**config.mk**
```make
export PLATFORM = sky130hd
export DESIGN_NAME = mul_cpa_pipe
export DESIGN_NICKNAME = d
export VERILOG_FILES = /design/src/rtl/mul_pkg.sv /design/src/rtl/mul_cpa_seg.sv /design/src/rtl/mul_cpa_pipe.sv
export SDC_FILE = /design/constraint.sdc
export NUM_CORES = 1
export LEC_CHECK = 0
export CAP_MARGIN = 25
export CORE_MARGIN = 2
export CORE_UTILIZATION = 53
export CTS_CLUSTER_DIAMETER = 60
export DETAILED_ROUTE_END_ITERATION = 16
export PLACE_DENSITY = 0.89
export SYNTH_ARGS = -nofsm -noshare
export SYNTH_HDL_FRONTEND = slang
export SYNTH_SLANG_ARGS = --single-unit
```
**constraint.sdc**
```tcl
create_clock -name clk -period 7.1 [get_ports clk]
set_clock_uncertainty 0.15 [all_clocks]
set_input_delay 1.42 -clock clk [delete_from_list [all_inputs] [get_ports clk]]
set_output_delay 1.42 -clock clk [all_outputs]
set_load 0.1 [all_outputs]
```
**src/rtl/mul_pkg.sv**
```systemverilog
// mul_pkg: shared multiplier widths and row types
package mul_pkg;
  localparam int DATA_LEN = 8;
  localparam int PROD_W = 2 * DATA_LEN;
  typedef logic [PROD_W-1:0] prod_t;
  typedef logic [DATA_LEN-1:0] half_t;
endpackage

```
**src/rtl/mul_cpa_seg.sv**
```systemverilog
// mul_cpa_seg: one half-width carry-propagate segment with carry in and out
module mul_cpa_seg #(
  parameter int W = mul_pkg::DATA_LEN
) (
  input  logic [W-1:0] a,
  input  logic [W-1:0] b,
  input  logic         cin,
  output logic [W-1:0] sum,
  output logic         cout
);
  assign {cout, sum} = {1'b0, a} + {1'b0, b} + {{W{1'b0}}, cin};
endmodule

```
**src/rtl/mul_cpa_pipe.sv**
```systemverilog
// mul_cpa_pipe: two-stage pipelined final adder for the reduction-tree rows
module mul_cpa_pipe #(
  parameter int DATA_LEN = mul_pkg::DATA_LEN,
  parameter int TAG_W = 4
) (
  input  logic                    clk,
  input  logic                    rst_n,
  input  logic                    in_valid,
  output logic                    in_ready,
  input  logic [2*DATA_LEN-1:0]   in_row_a,
  input  logic [2*DATA_LEN-1:0]   in_row_b,
  input  logic [TAG_W-1:0]        in_tag,
  output logic                    out_valid,
  input  logic                    out_ready,
  output logic [2*DATA_LEN-1:0]   out_product,
  output logic [TAG_W-1:0]        out_tag,
  output logic                    out_carry,
  output logic                    err_sticky
);
  logic                s1_valid, s1_c_lo, c_lo, c_hi;
  logic [DATA_LEN-1:0] s1_lo, s1_a_hi, s1_b_hi, lo, hi;
  logic [TAG_W-1:0]    s1_tag;
  logic                s1_load, s2_load;
  assign s2_load = !out_valid || out_ready;
  assign s1_load = !s1_valid || s2_load;
  assign in_ready = s1_load;
  mul_cpa_seg #(.W(DATA_LEN)) u_lo (
    .a(in_row_a[DATA_LEN-1:0]), .b(in_row_b[DATA_LEN-1:0]), .cin(1'b0), .sum(lo), .cout(c_lo)
  );
  mul_cpa_seg #(.W(DATA_LEN)) u_hi (
    .a(s1_a_hi), .b(s1_b_hi), .cin(s1_c_lo), .sum(hi), .cout(c_hi)
  );
  always_ff @(posedge clk or negedge rst_n) begin
    if (!rst_n) begin
      s1_valid    <= 1'b0;
      s1_lo       <= '0;
      s1_c_lo     <= 1'b0;
      s1_a_hi     <= '0;
      s1_b_hi     <= '0;
      s1_tag      <= '0;
      out_valid   <= 1'b0;
      out_product <= '0;
      out_tag     <= '0;
      out_carry   <= 1'b0;
      err_sticky  <= 1'b0;
    end else begin
      if (s1_load) begin
        s1_valid <= in_valid;
        if (in_valid) begin
          s1_lo   <= lo;
          s1_c_lo <= c_lo;
          s1_a_hi <= in_row_a[2*DATA_LEN-1:DATA_LEN];
          s1_b_hi <= in_row_b[2*DATA_LEN-1:DATA_LEN];
          s1_tag  <= in_tag;
        end
      end
      if (s2_load) begin
        out_valid <= s1_valid;
        if (s1_valid) begin
          out_product <= {hi, s1_lo};
          out_tag     <= s1_tag;
          out_carry   <= c_hi;
        end
      end
      // a carry out of the top bit means the upstream tree produced bad rows
      if (out_valid && out_ready && out_carry) err_sticky <= 1'b1;
    end
  end
endmodule

```
### Yosys cells after proc, flatten, opt, wreduce, memory -nomap -nowiden

Index checks and enable logic that the tools add are counted.

* bits in registers: 53
* input port bits: 40
* output and inout port bits: 24
* logic and storage cells: 22

* add/subtract/negate cells: 3
* reduce and logical (&&, ||, !) cells: 8

Operators by type and width (count)
* $add A8 B8 Y9: 2
* $add A9 B1 Y9: 1
* $reduce_and A2 Y1: 2
* $logic_and A1 B1 Y1: 2
* $logic_not A1 Y1: 2
* $logic_or A1 B1 Y1: 2

### Longest topological paths before layout

Gate-level depths: netlist of the first run.

* depth in word-level cells: 4
* mapped depth: 6
* gate-level depth less buffers: 6

### Hierarchy

A second synthesis of the first run with hierarchy kept.

* cell total of the unflattened synthesis: 200
* area, all modules: 2706.3 um^2

By module, submodules not included
* mul_cpa_pipe: times used 1, cells an instance 116, area each 2043.2 um^2, seq. area each 1326.3 um^2
* mul_cpa_seg: times used 2, cells an instance 42, area each 331.6 um^2, seq. area each 0.0 um^2

### Worst setup path after synthesis of the first run

No wires, ideal clock.

* path kind: input port to output port
* start point: input out_ready
* end point: output in_ready
* arrival: 2.030 ns
* data required time: 5.530 ns
* setup slack: 3.500 ns
* stages: 1
* buffers on the path: 0
* cells stage by stage: nand3b_2

* cells in the longest elaborated chain, start to end: 2

Ends and longest elaborated chain
* start, declared: line mul_cpa_pipe.sv:14 `input logic out_ready,`
* $logic_or A1 B1 Y1: line mul_cpa_pipe.sv:24 `assign s2_load = !out_valid || out_ready;`
* $logic_or A1 B1 Y1: line mul_cpa_pipe.sv:25 `assign s1_load = !s1_valid || s2_load;`
* end, declared: line mul_cpa_pipe.sv:9 `output logic in_ready,`

No other way between the ends.

### Worst setup path in the final report of the first run

Ends and elaborated chain as after synthesis.

==> Implementation_results.wiki, run 1 <==
{| class="wikitable"
! Metric !! Value
|-
| Run status || completed
|-
| Number of nets with antenna violations after routing || 0
|-
| Number of core rows || 25
|-
| Worst Path Buf+Inv || 2
|-
| Critical Path Source Type || input port
|-
| Area growth, synth to finish || 28.7%
|-
| Number of primary I/O pins || between 60 and 70
|-
| Most instantiated flip-flop cell in the synthesis netlist || sky130_fd_sc_hd__dfrtp_1
|-
| Global-route wire length before repair || around 9500 um
|-
| Syn nets || approximately 350
|-
| Total Die Area || between 5000 and 6000 um^2
|-
| Unrepaired setup endpoints after global routing || no
|-
| Vias in the first global route || 2039
|-
| Routed Wire Length || 5770 um
|-
| Hold worst-path end || err_sticky
|-
| Count of inserted antenna diode cells || 0
|-
| Leakage power summed over all cells || between 0.0015 and 0.002 uW
|-
| Worst min-delay path startpoint || err_sticky
|-
| Number of antenna violations at the first check in global routing || 0
|-
| Kind of capture point of the worst setup path || output port
|-
| Maximum VDD drop || around 210 uV
|-
| Buffer count from post-CTS setup fixing || 0
|-
| Critical path, cell by cell || clkdlybuf4s50_1 -> nand3b_2 -> clkdlybuf4s50_1
|-
| Fin area || between 3000 and 4000 um^2
|-
| Final worst-path cycle share || 0.681
|-
| Category of the most critical setup path || input port to output port
|-
| Final-report hold violation count || 0
|-
| Final setup violation count || 0
|-
| Number of port buffers || 63
|-
| Number of flip-flops and latches in the synthesized netlist || 53
|-
| Via-per-instance ratio || between 5 and 6
|-
| Routed wirelength normalized by instance count || ~14 um
|-
| Overall die width || ~75 um
|-
| Half-perimeter wire length after placement || ~4100 um
|-
| Standard cell core area || roughly 4800 um^2
|-
| Final total negative setup slack || 0 ns
|-
| Number of flops mapped to enable cells by yosys || 0
|-
| Clock tree sinks || 53
|-
| CTS max path bufs || 2
|-
| Synth warn || 0
|-
| Distinct cell type count of the synthesized netlist || slightly below 50
|-
| TritonCTS clock tree || built
|-
| Largest delay share family, worst path || buffers and inverters
|-
| Worst endpoint data arrival time || between 3 and 4 ns
|-
| Gpl congestion || slightly above 0.8
|-
| Worst r2r path cells || 6
|-
| Clock latency on the worst-skew pair || approximately 0.3 ns
|-
| Reg clk slew, reported paths || ~0.09 ns
|-
| Synthesized area per cell || a little over 9 um^2
|-
| Slew Limit Fails || 0
|-
| Most used cell along the critical path || sky130_fd_sc_hd__clkdlybuf4s50_1
|-
| Number of optimization iterations in the first detailed-route pass || 4
|-
| MaxCap Viol Count || 0
|-
| WHS || 0.320 ns
|-
| Pin count of the biggest net entering global routing || 54
|-
| P per Cell Area || approximately 330 nW/um^2
|-
| Minimum clock period after layout || between 4 and 5 ns
|-
| Clock Root Buffer || sky130_fd_sc_hd__clkbuf_8
|-
| Clock buffer count from CTS || 5
|-
| Global-route usage over all layers || 0.224
|-
| Global-route congestion overflow total || 0
|-
| Starting utilization of the core area || 0.557
|-
| Worst hold path type || register to register
|-
| Clock H-tree levels || 2
|-
| Cell Area, Placed || between 3000 and 4000 um^2
|-
| Layout cell share with drive strength beyond 1 || 0.0543
|-
| Slew at the pin closest to its max-slew limit || 1.00 ns
|-
| Async set-or-reset flop fraction in the synthesized netlist || 1.00
|-
| R2r startpoint || s1_c_lo
|-
| Vias after detailed routing || approximately 2200
|-
| Count of non-filler cells in the finished layout || about 420
|-
| Reg2Reg Setup Slack || ~4.6 ns
|-
| Data required time of the worst path || 5.53 ns
|-
| Hold Path Depth || 1
|-
| Total of hold buffers inserted after clock tree synthesis || 0
|-
| Total standard cell area after synthesis || 2670 um^2
|-
| Violation count after the first detailed-route iteration || between 100 and 150
|-
| Gate count after technology mapping || 287
|-
| # DRC || 0
|-
| Post-cts sizing count || 0
|-
| Critical-path top delay cell || sky130_fd_sc_hd__clkdlybuf4s50_1
|-
| Vertical die dimension || approximately 75 um
|-
| Largest fanout of any net on the critical path || 6
|-
| Net count, final || a little over 400
|-
| Highest achievable clock rate || around 0.21 GHz
|-
| # placed instances || a little over 400
|-
| Max-slew headroom at the worst pin || 0.329
|-
| FF-to-FF End || out_carry
|-
| Sequential fraction of the synthesis area || 0.497
|-
| Max stage delay on crit path || 1.15 ns
|}
## sequential cells by signal, summed over array words and instances, names as in the netlist
| signal | flops |
|---|---|
| err_sticky | 1 |
| out_carry | 1 |
| out_product | 16 |
| out_tag | 4 |
| out_valid | 1 |
| s1_a_hi | 8 |
| s1_b_hi | 8 |
| s1_c_lo | 1 |
| s1_lo | 8 |
| s1_tag | 4 |
| s1_valid | 1 |
## routing by layer
metal | up-vias | part of all wire | GRT usage
li1 | 1097 | - | -
met1 | 1022 | 0.47 | 0.320
met2 | 70 | 0.46 | 0.356
met3 | 6 | 0.053 | 0.0375
met4 | 0 | 0.014 | 0.0655
met5 | - | 0 | 0
## layout by cell type (no fill, tap or decap), types with 2 or more instances in the layout
master / netlist / final
sky130_fd_sc_hd__nand2_1: 124 / 124
sky130_fd_sc_hd__clkdlybuf4s50_1: 0 / 62
sky130_fd_sc_hd__dfrtp_1: 53 / 53
sky130_fd_sc_hd__ha_1: 15 / 15
sky130_fd_sc_hd__o21ai_0: 7 / 7
sky130_fd_sc_hd__clkbuf_8: 0 / 6
sky130_fd_sc_hd__o21a_1: 5 / 5
sky130_fd_sc_hd__o31ai_1: 5 / 5
sky130_fd_sc_hd__a21oi_1: 5 / 5
sky130_fd_sc_hd__inv_1: 4 / 4
sky130_fd_sc_hd__nand2b_1: 3 / 3
sky130_fd_sc_hd__o211ai_1: 3 / 3
sky130_fd_sc_hd__o31a_1: 3 / 3
sky130_fd_sc_hd__fa_1: 3 / 3
sky130_fd_sc_hd__xnor2_1: 2 / 2
sky130_fd_sc_hd__and2_1: 2 / 2
sky130_fd_sc_hd__a211oi_1: 2 / 2
sky130_fd_sc_hd__a211o_1: 2 / 2
sky130_fd_sc_hd__or4_1: 2 / 2
sky130_fd_sc_hd__nand3_1: 2 / 2
sky130_fd_sc_hd__nor2b_1: 2 / 2
sky130_fd_sc_hd__nor3_1: 2 / 2
sky130_fd_sc_hd__a21o_1: 2 / 2
sky130_fd_sc_hd__a31o_2: 2 / 2
sky130_fd_sc_hd__o311ai_1: 2 / 2
sky130_fd_sc_hd__nor4b_1: 2 / 2
sky130_fd_sc_hd__or3_1: 2 / 2
sky130_fd_sc_hd__nor2_1: 2 / 2
## final cells by class
class / count / area [um^2]
Inverter: 5 / 18.8
Clock buffer: 6 / 82.6
Timing Repair Buffer: 64 / 633
Multi-Input combinational cell: 220 / 1270
Clock inverter: 2 / 13.8
Sequential cell: 53 / 1330
Fill cell: 379 / 1350
Tap cell: 67 / 83.8
## synth_stat cells (3+ instances only)
cell / n / area share
sky130_fd_sc_hd__a21oi_1: 5 / 0.0094
sky130_fd_sc_hd__buf_2: 5 / 0.0094
sky130_fd_sc_hd__dfrtp_1: 53 / 0.50
sky130_fd_sc_hd__fa_1: 3 / 0.023
sky130_fd_sc_hd__ha_1: 15 / 0.070
sky130_fd_sc_hd__inv_1: 4 / 0.0056
sky130_fd_sc_hd__nand2_1: 124 / 0.17
sky130_fd_sc_hd__nand2b_1: 3 / 0.0070
sky130_fd_sc_hd__o211ai_1: 3 / 0.0084
sky130_fd_sc_hd__o21a_1: 5 / 0.014
sky130_fd_sc_hd__o21ai_0: 7 / 0.013
sky130_fd_sc_hd__o31a_1: 3 / 0.0099
sky130_fd_sc_hd__o31ai_1: 5 / 0.014
## through the flow
step	util	power, uW	setup slack, ns
2_1_floorplan	-	819	3.50
6_report	0.717	1140	2.26
5_1_grt	0.717	1190	2.23
4_1_cts	0.717	1140	2.26
3_5_place_dp	0.697	964	2.27
3_3_place_gp	0.697	954	2.29
## worst reg2reg max path, cell delays in order, from the launching register on
cell,delay (ns)
sky130_fd_sc_hd__dfrtp_1,0.42
sky130_fd_sc_hd__fa_1,0.49
sky130_fd_sc_hd__fa_1,0.44
sky130_fd_sc_hd__a21oi_2,0.19
sky130_fd_sc_hd__o21ai_0,0.15
sky130_fd_sc_hd__o31a_1,0.29
sky130_fd_sc_hd__o31a_1,0.28
## kinds of logic (layout without fill, tap and decap cells)
kind of cell,after synthesis,count (layout),synth area share
AND/OR/NAND/NOR,149,149,0.235
AO/OA/AOI/OAI,50,50,0.140
flip-flops,53,53,0.497
buffers and inverters,14,77,0.0249
XOR/XNOR,3,3,0.00986
adder cells (fa/ha/maj),18,18,0.0929
## worst max-delay path by stage
stage	start	endpoint	slack (ns)	cells after the start
finish	out_ready	in_ready	2.26	3
global route	out_ready	in_ready	2.23	3
CTS	out_ready	in_ready	2.26	3
detailed placement	out_ready	in_ready	2.27	3
global placement	out_ready	in_ready	2.29	3
floorplan	out_ready	in_ready	3.50	1
## power breakdown
group	internal [uW]	switching, uW	total [uW]
logic	154	403	557
registers	364	40.0	404
clock network	79.2	99.4	179
No activity file was read; power rests on OpenSTA's default activity.
==> run 2: changes to the inputs <==
--- a/config.mk
+++ b/config.mk
@@ -7,10 +7,10 @@
 export LEC_CHECK = 0
 export CAP_MARGIN = 25
 export CORE_MARGIN = 2
-export CORE_UTILIZATION = 53
+export CORE_UTILIZATION = 50
 export CTS_CLUSTER_DIAMETER = 60
 export DETAILED_ROUTE_END_ITERATION = 16
-export PLACE_DENSITY = 0.89
+export PLACE_DENSITY = 0.84
 export SYNTH_ARGS = -nofsm -noshare
 export SYNTH_HDL_FRONTEND = slang
 export SYNTH_SLANG_ARGS = --single-unit
==> constraint.sdc (replaced) <==
create_clock -name clk -period 5 [get_ports clk]
set_clock_uncertainty 0.15 [all_clocks]
set_input_delay 1 -clock clk [delete_from_list [all_inputs] [get_ports clk]]
set_output_delay 1 -clock clk [all_outputs]
set_load 0.1 [all_outputs]
==> run 2 against run 1 <==
Register-to-register slack worse by 2.2 ns. Critical path type unchanged. Via count up 2.7%. Count of clock-buffer cells in the layout down 1. Critical path depth unchanged. Largest power group unchanged.
==> Implementation_results.wiki, run 2 (same netlist as run 1, synthesis figures left out) <==
{| class="wikitable"
! Metric !! Value
|-
| Run status || completed
|-
| Flip-flop count of the largest register, all copies and words added || 16
|-
| Global-route wire length before repair || roughly 10000 um
|-
| Global-route usage over all layers || 0.215
|-
| R2r startpoint || s1_c_lo
|-
| Hold Path Depth || 2
|-
| Category of the most critical setup path || input port to output port
|-
| Leakage power summed over all cells || 0.00164 uW
|-
| Final total negative setup slack || 0 ns
|-
| Hold worst-path end || out_tag[3]
|-
| Final-report hold violation count || 0
|-
| # placed instances || around 410
|-
| Total Die Area || just under 6000 um^2
|-
| FF-to-FF End || out_carry
|-
| Worst endpoint data arrival time || between 2 and 2.5 ns
|-
| Standard cell core area || approximately 5000 um^2
|-
| Net count, final || slightly above 400
|-
| Reg2Reg Setup Slack || 2.42 ns
|-
| TritonCTS clock tree || built
|-
| Layout cell share with drive strength beyond 1 || 0.0598
|-
| Data required time of the worst path || just under 4 ns
|-
| Number of core rows || 26
|-
| Slew Limit Fails || 0
|-
| Vertical die dimension || between 70 and 80 um
|-
| Reg clk slew, reported paths || approximately 0.10 ns
|-
| Gpl congestion || around 0.91
|-
| Kind of capture point of the worst setup path || output port
|-
| Number of primary I/O pins || 64
|-
| Largest reg by FF count || out_product
|-
| Clock H-tree levels || 2
|-
| Post-cts sizing count || 0
|-
| Final worst-path cycle share || 0.632
|-
| Vias in the first global route || between 2000 and 2500
|-
| Pin count of the biggest net entering global routing || 54
|-
| Final-layout fill cell count || about 430
|-
| Most common cell after layout, fill and taps aside || sky130_fd_sc_hd__nand2_1
|-
| Worst r2r path cells || 6
|-
| Clock Root Buffer || sky130_fd_sc_hd__clkbuf_8
|-
| Top library cells by usage in the layout, fill and taps aside || sky130_fd_sc_hd__nand2_1 (124), sky130_fd_sc_hd__clkdlybuf4s50_1 (61), sky130_fd_sc_hd__dfrtp_1 (53), sky130_fd_sc_hd__ha_1 (15), sky130_fd_sc_hd__o21ai_0 (7)
|-
| Number of nets with antenna violations after routing || 0
|-
| # DRC || 0
|-
| Vias after detailed routing || ~2300
|-
| Total power || approximately 1600 uW
|-
| Area growth, synth to finish || 29.6%
|-
| Starting utilization of the core area || 0.519
|-
| Worst min-delay path startpoint || s1_tag[3]
|-
| Global-route congestion overflow total || 0
|-
| Number of antenna violations at the first check in global routing || 0
|-
| Maximum VDD drop || between 200 and 300 uV
|-
| CTS max path bufs || 2
|-
| Count of non-filler cells in the finished layout || between 400 and 500
|-
| Violation count after the first detailed-route iteration || roughly 150
|-
| Count of inserted antenna diode cells || 0
|-
| Buffer count from post-CTS setup fixing || 0
|-
| Clock tree sinks || 53
|-
| P per Cell Area || between 400 and 500 nW/um^2
|-
| Minimum clock period after layout || roughly 3.2 ns
|-
| Number of port buffers || between 60 and 70
|-
| Slew at the pin closest to its max-slew limit || between 0.9 and 1 ns
|-
| Unrepaired setup endpoints after global routing || no
|-
| Max-slew headroom at the worst pin || 0.338
|-
| Via-per-instance ratio || roughly 5.4
|-
| Final setup violation count || 0
|-
| Highest achievable clock rate || about 0.32 GHz
|-
| Number of optimization iterations in the first detailed-route pass || 5
|-
| Total of hold buffers inserted after clock tree synthesis || 0
|-
| MaxCap Viol Count || 0
|-
| Worst hold path type || register to register
|-
| Routed wirelength normalized by instance count || 14.0 um
|-
| Critical Path Source Type || input port
|-
| Half-perimeter wire length after placement || 4140 um
|-
| Overall die width || 77.0 um
|-
| Largest fanout of any net on the critical path || 6
|-
| Fraction of the core area covered by cells at the end of the flow || 0.672
|-
| Clock buffer count from CTS || 5
|-
| Clock latency on the worst-skew pair || 0.31 ns
|-
| Routed Wire Length || 5880 um
|}
-- run 2: changes by cell type in the layout (fill, tap and decap cells not counted), sizes merged --
cell           previous run  this run
clkinv                    2         1
clkdlybuf4s50            62        61
inv                       5         6
clkbuf                    6         5
buf                       2         4
clkinvlp                  0         1
-- run 2: worst max-delay path by stage --
stage	start	end	slack, ns	depth (start not counted)
4_1_cts	out_ready	in_ready	1.84	3
5_1_grt	out_ready	in_ready	1.77	3
2_1_floorplan	out_valid	in_ready	2.15	1
3_5_place_dp	in_row_a[0]	s1_lo[6]	1.72	7
3_3_place_gp	out_ready	s1_lo[6]	1.79	5
6_report	out_ready	in_ready	1.84	3
-- run 2: layout make-up --
type	count	area, um^2	area share
flip-flops and latches	53	1330	0.384
multi-input cells	220	1270	0.369
clock buffers	5	68.8	0.0199
clock inverters	3	21.3	0.00616
repair buffers	65	658	0.191
inverters	5	18.8	0.00543
well taps	70	87.6	0.0254
-- run 2: power by group --
part / switching [uW] / leakage (uW) / internal, uW
combinational: 573 / 0.000946 / 223
clock: 146 / 0.0000445 / 99.7
sequential: 52.5 / 0.000646 / 516
-- run 2: layer usage --
layer / global-route usage / share of wire
met5: 0 / 0
met1: 0.279 / 0.44
met3: 0.0612 / 0.059
met4: 0.0464 / 0.0075
met2: 0.361 / 0.49
-- run 2: critical path: stages --
cell,delay [ns]
sky130_fd_sc_hd__clkdlybuf4s50_1,0.51
sky130_fd_sc_hd__nand3b_2,0.18
sky130_fd_sc_hd__buf_4,0.31
-- run 2: stage by stage --
stage	instance area (um^2)	setup WS [ns]	hold WS, ns
floorplan	2670	2.15	0.280
global placement	3340	1.79	0.296
detailed placement	3340	1.72	0.304
CTS	3430	1.84	0.329
global route	3450	1.77	0.356
finish	3450	1.84	0.330
